==> config.mk <==
export PLATFORM = sky130hd
export DESIGN_NAME = stack_ctrl
export DESIGN_NICKNAME = d
export VERILOG_FILES = /design/src/rtl/stack_pkg.sv /design/src/rtl/stack_mem.sv /design/src/rtl/stack_ctrl.sv
export SDC_FILE = /design/constraint.sdc
export NUM_CORES = 2
export LEC_CHECK = 0
export CAP_MARGIN = 40
export CORE_AREA = 2 2 323 644
export CTS_CLUSTER_SIZE = 24
export DETAILED_ROUTE_END_ITERATION = 10
export DIE_AREA = 0 0 325 646
export PLACE_DENSITY = 0.59
export SYNTH_ARGS = -nofsm -noshare
export SYNTH_HDL_FRONTEND = slang
export SYNTH_SLANG_ARGS = --single-unit
==> constraint.sdc <==
create_clock -name clk -period 6.4 [get_ports clk]
set_input_delay 0.64 -clock clk [delete_from_list [all_inputs] [get_ports clk]]
set_output_delay 0.64 -clock clk [all_outputs]
set_load 0.02 [all_outputs]
==> src/rtl/stack_pkg.sv <==
// Shared definitions for the LIFO stack controller and its storage.
package stack_pkg;

    // Per-edge operation, indexed as {push, pop}.
    typedef enum logic [1:0] {
        OP_IDLE    = 2'b00,
        OP_POP     = 2'b01,
        OP_PUSH    = 2'b10,
        OP_REPLACE = 2'b11
    } op_e;

    // Width of an occupancy counter that must represent 0..depth inclusive.
    function automatic int unsigned cnt_w(input int unsigned depth);
        return $clog2(depth + 1);
    endfunction

endpackage

==> src/rtl/stack_mem.sv <==
// Stack storage: one synchronous write port, one asynchronous read port.
// Contents are intentionally not reset.
module stack_mem #(
    parameter int unsigned WIDTH = 8,
    parameter int unsigned DEPTH = 256,
    parameter int unsigned AW    = $clog2(DEPTH)
) (
    input  logic             clk,
    input  logic             we,
    input  logic [AW-1:0]    waddr,
    input  logic [WIDTH-1:0] wdata,
    input  logic [AW-1:0]    raddr,
    output logic [WIDTH-1:0] rdata
);

    logic [WIDTH-1:0] mem [DEPTH];

    // Write port: one word per edge when enabled.
    always_ff @(posedge clk) begin
        if (we) begin
            mem[waddr] <= wdata;
        end
    end

    // Read port is combinational so the top-of-stack peek has no latency.
    assign rdata = mem[raddr];

endmodule

==> src/rtl/stack_ctrl.sv <==
// LIFO stack controller: occupancy count, op decode, registered pop data,
// combinational top-of-stack peek and sticky overflow/underflow flags.
module stack_ctrl
    import stack_pkg::*;
#(
    parameter int unsigned WIDTH     = 8,
    parameter int unsigned DEPTH     = 256,
    parameter int unsigned AF_THRESH = DEPTH - 2
) (
    input  logic                      clk,
    input  logic                      rst,
    input  logic                      push,
    input  logic                      pop,
    input  logic                      clr_err,
    input  logic signed [WIDTH-1:0]   data_in,
    output logic signed [WIDTH-1:0]   data_out,
    output logic                      pop_valid,
    output logic signed [WIDTH-1:0]   top,
    output logic [cnt_w(DEPTH)-1:0]   count,
    output logic                      full,
    output logic                      empty,
    output logic                      almost_full,
    output logic                      overflow,
    output logic                      underflow
);

    localparam int unsigned CW = cnt_w(DEPTH);
    localparam int unsigned AW = $clog2(DEPTH);

    logic [CW-1:0]    count_q, count_d;
    logic [WIDTH-1:0] dout_q, dout_d;
    logic             pv_q, pv_d;
    logic             ovf_q, ovf_d;
    logic             unf_q, unf_d;

    logic             mem_we;
    logic [AW-1:0]    mem_waddr;
    logic [WIDTH-1:0] mem_wdata;
    logic [AW-1:0]    mem_raddr;
    logic [WIDTH-1:0] mem_rdata;

    op_e op;

    assign op = op_e'({push, pop});

    // Status flags decode straight from the count register, so they are
    // as clean as the register itself.
    assign full        = (count_q == CW'(DEPTH));
    assign empty       = (count_q == '0);
    assign almost_full = (count_q >= CW'(AF_THRESH));

    // Top entry sits at count-1; the wrapped value when empty is never used.
    assign mem_raddr = AW'(count_q - CW'(1));

    stack_mem #(
        .WIDTH (WIDTH),
        .DEPTH (DEPTH),
        .AW    (AW)
    ) u_mem (
        .clk   (clk),
        .we    (mem_we),
        .waddr (mem_waddr),
        .wdata (mem_wdata),
        .raddr (mem_raddr),
        .rdata (mem_rdata)
    );

    // Next-state decode for count, pop data, strobe, flags and the write port.
    always_comb begin
        count_d   = count_q;
        dout_d    = dout_q;
        pv_d      = 1'b0;
        // Clear first so a same-edge set event below takes priority.
        ovf_d     = clr_err ? 1'b0 : ovf_q;
        unf_d     = clr_err ? 1'b0 : unf_q;
        mem_we    = 1'b0;
        mem_waddr = AW'(count_q);
        mem_wdata = data_in;

        unique case (op)
            OP_IDLE: begin
            end
            OP_PUSH: begin
                if (full) begin
                    ovf_d = 1'b1;
                end else begin
                    mem_we  = 1'b1;
                    count_d = count_q + CW'(1);
                end
            end
            OP_POP: begin
                if (empty) begin
                    unf_d = 1'b1;
                end else begin
                    dout_d  = mem_rdata;
                    pv_d    = 1'b1;
                    count_d = count_q - CW'(1);
                end
            end
            OP_REPLACE: begin
                if (empty) begin
                    // Push proceeds into slot 0; the pop half is an underflow.
                    mem_we  = 1'b1;
                    count_d = CW'(1);
                    unf_d   = 1'b1;
                end else begin
                    // Old top leaves through data_out while the new word
                    // overwrites it in place; occupancy is unchanged.
                    dout_d    = mem_rdata;
                    pv_d      = 1'b1;
                    mem_we    = 1'b1;
                    mem_waddr = mem_raddr;
                end
            end
        endcase
    end

    // Controller state with asynchronous active-high reset.
    always_ff @(posedge clk or posedge rst) begin
        if (rst) begin
            count_q <= '0;
            dout_q  <= '0;
            pv_q    <= 1'b0;
            ovf_q   <= 1'b0;
            unf_q   <= 1'b0;
        end else begin
            count_q <= count_d;
            dout_q  <= dout_d;
            pv_q    <= pv_d;
            ovf_q   <= ovf_d;
            unf_q   <= unf_d;
        end
    end

    assign count     = count_q;
    assign data_out  = dout_q;
    assign pop_valid = pv_q;
    assign overflow  = ovf_q;
    assign underflow = unf_q;
    assign top       = empty ? '0 : mem_rdata;

endmodule

**Yosys cells after proc, flatten, opt, wreduce, memory -nomap -nowiden**

Memory sizes are Yosys's and may differ from the RTL's.
Index checks and enable logic that the tools add are counted.

- Register bits after elaboration: 20
- Bits in writable memories: 2,048
- Input port bits: 13
- Output and inout port bits: 31
- Logic and storage cells: 41
- Memories kept: 1

Memories:

| name | depth | bits a word | read ports | clocked after memory_dff | wr ports | line | RTL |
|---|---|---|---|---|---|---|---|
| u_mem.mem | 256 | 8 | 1 | 0 | 1 | stack_mem.sv:16 | `logic [WIDTH-1:0] mem [DEPTH];` |

- $add $sub $neg: 2
- $lt $le $gt $ge: 1
- Equal/unequal tests: 7
- Mux-type cells: 19
- Bitwise gates (word level): 1
- Reduce and logical (&&, ||, !) cells: 5

Operators with widths:

| operator | number |
|---|---|
| $mux W9 | 3 |
| $pmux W9 S3 | 1 |
| $mux W8 | 3 |
| $mux W1 | 11 |
| $add A9 B1 Y9 const B | 1 |
| $eq A9 B9 Y1 const B | 1 |
| $ge A9 B8 Y1 const B | 1 |
| $logic_not A9 Y1 | 1 |
| $sub A9 B1 Y9 const B | 1 |
| $ne A2 B2 Y1 const B | 3 |
| $eq A2 B2 Y1 const B | 2 |
| $reduce_and A4 Y1 | 1 |
| $reduce_bool A3 Y1 | 1 |
| $eq A2 B1 Y1 const B | 1 |
| $pmux W1 S2 | 1 |
| $reduce_and A2 Y1 | 1 |
| $reduce_or A2 Y1 | 1 |
| $not A1 Y1 | 1 |

**Depth between registers and ports, before layout**

- Word-level depth: 5
- Gate-level depth with buffers: 21
- Gate-level depth less buffers: 9

**By module**

A second synthesis with hierarchy kept.

- Cells, all modules: 3,892
- Area, all modules: 80,918.9 µm²

Modules (own cells, without submodules):

| module | times used | cells an instance | area each (µm²) | seq. area each (µm²) |
|---|---|---|---|---|
| stack_mem | 1 | 3,725 | 79,396.1 | 61,499.0 |
| stack_ctrl | 1 | 167 | 1,522.7 | 500.5 |

**Worst setup path after synthesis**

OpenSTA, ideal clock, no wires.

- Kind: reg2out
- Start: register count_q[0] (netlist: count[0])
- End: output top[5]
- Data arrival time: 4.500 ns
- Required time: 5.760 ns
- Setup slack: 1.260 ns
- Cell stages (with the launch flop): 19
- Buffers on the path: 10
- Cell sequence: dfrtp_1 buf_2 buf_4 buf_4 buf_4 buf_2 inv_2 buf_2 ha_1 buf_2 buf_2 buf_1 clkbuf_1 mux4_2 mux2i_1 a222oi_1 nand2_1 a32o_1 nor3_1

- Word-level cells in the longest chain between the ends: 3
- Elaborated cells on any way between the ends: 4
- Classes of those cells: add/sub: 1; mux: 1; reduce/logical: 1; memory: 1

Ends and longest elaborated chain:

| item | line | RTL |
|---|---|---|
| start: declaration | stack_ctrl.sv:30 | `logic [CW-1:0] count_q, count_d;` |
| start signal: assignment | stack_ctrl.sv:127 | `count_q <= count_d;` |
| $sub A9 B1 Y9 | n/a |  |
| $mem_v2 Z256 W8 | n/a |  |
| $mux W8 * | stack_ctrl.sv:140 | `assign top = empty ? '0 : mem_rdata;` |
| end: declaration | stack_ctrl.sv:18 | `output logic signed [WIDTH-1:0] top,` |

Mark *: on every way between the ends. The rest lies on a longest branch, timed or not.

**Final worst setup path**

- Start: register count_q[2] (netlist: count[2])
- End: output top[3]

The elaborated chain is that of the path after synthesis.

==> flow_metrics.tcl <==
set metrics [dict create \
    h-tree-depth 4 \
    place.port_buffers 43 \
    reg2reg_from "count[0]$_DFFE_PP0P_" \
    drc 0 \
    dieArea_sq_um 210000 \
    fin_crit_ps 6433 \
    power.density_nw_per_um2 439.1 \
    worstPathArrival_ps 5790 \
    yosysTopAreaCell "edfxtp_1" \
    dr.pass1.iters 5 \
    dp_slack_ps 460.9 \
    crit_required_ps 5760 \
    ys_seq_area_frac 0.7595 \
    drive_above_1_share 0.2422 \
    die_w_um 325 \
    dpl.hpwl_um 148000 \
    setup_ws_ps -33.07 \
    clk_path_buf_depth 4 \
    grt_pass1_wl_um 321600 \
    grt_max_degree 176 \
    insertion_delay_ps 840 \
    synth_area_sq_um 81630 \
    via_count 40660 \
    ys_types 81 \
    ios 44 \
    cts_tree "done" \
    clock-root-buffer "clkbuf_16" \
    drv_cap 0 \
    hold_path.class "in2async" \
    grt_usage 0.2151 \
    p_total_mw 40.34 \
    place.gp.congestion 0.9567 \
    fin_skew_ps 36.17 \
    syn_area_per_cell_sq_um 20.36 \
    placed_cell_area_sq_um 86370 \
    leakagePower_nw 28.64 \
    synth_top_area_share 0.7534 \
    cpMostUsedCell "buf_4" \
    synth_seq_cells 2068 \
    wl_per_cell_um 32.20 \
    synthArstFlopShare 0.009671 \
    ys_dominant_reg_cell "edfxtp_1" \
    min_period_over_period 1.005 \
    drtAntennaViolNets 0 \
    violations "negative setup slack" \
    hold_violations 0 \
    relSlewSlack 0.2209 \
    r2r_cells 11 \
    worstSetupStartpoint "count[2]$_DFFE_PP0P_" \
    synthTopCellsByArea "edfxtp_1 (75%), mux4_2 (14%), mux2i_1 (1.6%), nor2_1 (1.5%), nand2_1 (1.1%)" \
    wl_um 226800 \
    syn_to_final_growth_pct 12.55 \
    path_cells "buf_4 -> or4_1 -> nand2_4 -> buf_8 -> nand2_1 -> a32o_1 -> o31ai_2 -> buf_4 -> nor4_2 -> buf_4 -> nor2_1 -> clkdlybuf4s50_1" \
    grt_pass1_vias 42560 \
    path_max_fanout 38 \
    drt_iter0_markers 3889 \
    cts_num_sinks 2068 \
    start_util 0.3983 \
    maxSlewViolCount 0 \
    clock.fmax_mhz 155.4 \
    synth_edf_count 2048 \
    peakVddDrop_mv 0.3387 \
    viasPerCell 5.772 \
    antenna_found_initial 6 \
    setup_tns_ps -41.38 \
    yosys_warnings 0 \
    critPathSlowestCell "clkdlybuf4s50_1" \
    tightest_slew_ps 1169 \
    fp.coreArea_sq_um 204900 \
    finalInstanceArea_sq_um 91870 \
    path_class "reg2out" \
    critPathMaxStageDelay_ps 680 \
    overflow 0 \
    setup_viol_count_final 2 \
    cts_buffers 173 \
    num-nets-final 4207 \
    synth_nets 4027 \
    synth_cells 4010 \
    utilization 0.4483 \
    timing.rr.end "u_mem.mem[60][3]$_DFFE_PP_" \
    clkTransAtPathRegs_ps 70 \
    reg2reg_slack_ps 1130 \
    status "finished with violations" \
    cp-start-kind "flip-flop" \
    crit_path_end_kind "primary output" \
    num_rows 235 \
    die_h_um 646 \
]
==> logic make-up after synthesis <==
group,Yosys count,synth area share
AOI/OAI and AO/OA,269,0.02538
xor gates and xnor gates,6,0.0007358
adders and majority gates,4,0.0006131
buffers and inverters,265,0.01525
DFF,2068,0.7595
muxes,649,0.1582
and+or+nand+nor,749,0.04033
==> registers in the layout, indices dropped and copies added (netlist names) <==
signal     count
u_mem.mem   2048
pop_valid      1
underflow      1
count          9
data_out       8
overflow       1
==> metrics by stage <==
stage,cells,hold slack [ps]
after floorplan,4010,590.0
after global placement,6667,467.7
after detailed placement,6733,477.1
after CTS,7035,146.7
after global routing,7041,211.0
final,7044,172.0
==> worst max-delay path by stage <==
stage               endpoint  slack, ps
floorplan             top[5]       1260
global placement      top[3]       -360
CTS                   top[0]        -40
detailed placement    top[3]        460
global route          top[0]        -20
finish                top[3]        -30
==> cells in the final DEF, fill, tap and decap left out, drive strengths merged, types with 8 or more instances in the layout <==
| master | netlist | final |
|---|---|---|
| inv | 12 | 14 |
| nand2 | 236 | 236 |
| o311ai | 9 | 9 |
| bufinv | 0 | 11 |
| nor3 | 8 | 8 |
| clkdlybuf4s50 | 0 | 34 |
| a31oi | 16 | 16 |
| a32o | 22 | 22 |
| a221o | 9 | 9 |
| o31ai | 16 | 16 |
| clkinv | 0 | 76 |
| and3 | 39 | 39 |
| a211oi | 34 | 34 |
| clkbuf | 112 | 212 |
| dfrtp | 20 | 20 |
| a21oi | 35 | 35 |
| mux4 | 512 | 512 |
| a2111o | 8 | 8 |
| edfxtp | 2048 | 2048 |
| nor4 | 13 | 13 |
| a221oi | 12 | 12 |
| o21ai | 40 | 40 |
| o22ai | 9 | 9 |
| nand3 | 71 | 71 |
| mux2i | 130 | 130 |
| buf | 141 | 216 |
| nor2 | 328 | 328 |
==> routing by layer <==
metal	GRT usage	routed length, um	up-vias
li1	-	-	16860
met1	0.2357	77520	21830
met2	0.3909	120500	1492
met3	0.03305	12590	481
met4	0.1307	16190	4
met5	0	26	-
==> synth_stat cells (6+ instances only) <==
cell,n
a2111o_1,8
a211oi_1,34
a21o_1,6
a21oi_1,35
a221o_1,9
a221oi_1,12
a222oi_1,7
a31oi_1,16
a32o_1,22
and3_1,39
and3b_1,7
buf_1,13
buf_2,101
buf_4,21
buf_6,6
clkbuf_1,112
dfrtp_1,20
edfxtp_1,2048
inv_1,11
mux2_2,6
mux2i_1,130
mux4_2,512
nand2_1,232
nand2b_1,7
nand3_1,71
nor2_1,328
nor3_1,6
nor4_1,12
o21ai_0,32
o21ai_1,7
o22ai_1,9
o311ai_0,6
o31ai_1,12
o32ai_1,7
==> worst max-delay path: cells and delay by family (launching register included) <==
| family | cells | cell delay [ps] |
|---|---|---|
| simple gates | 5 | 1410 |
| compound gates | 2 | 940 |
| buf+inv | 5 | 1860 |
| flops | 1 | 670 |
==> timing repair <==
action,4_1_cts,5_1_grt
hold buffers,0,0
resized for setup,10,7
buffers inserted,2,3
endpoints found under the setup margin,5,6
pin swaps,2,1
==> cell type report <==
type	instances	area (sq um)
Antenna cell	4	10.01
Clock buffer	204	4531
Clock inverter	96	785.8
Fill cell	17360	113100
Inverter	12	45.04
Multi-Input combinational cell	1677	18580
Sequential cell	2068	62000
Tap cell	2725	3410
Timing Repair Buffer	258	2507
==> power breakdown <==
| part | switching (mW) | internal, mW |
|---|---|---|
| registers | 0.150 | 15.0 |
| clock network | 4.78 | 5.52 |
| logic | 9.29 | 5.55 |
| total | 14.2 | 26.1 |
(Power assumes the default switching activity.)
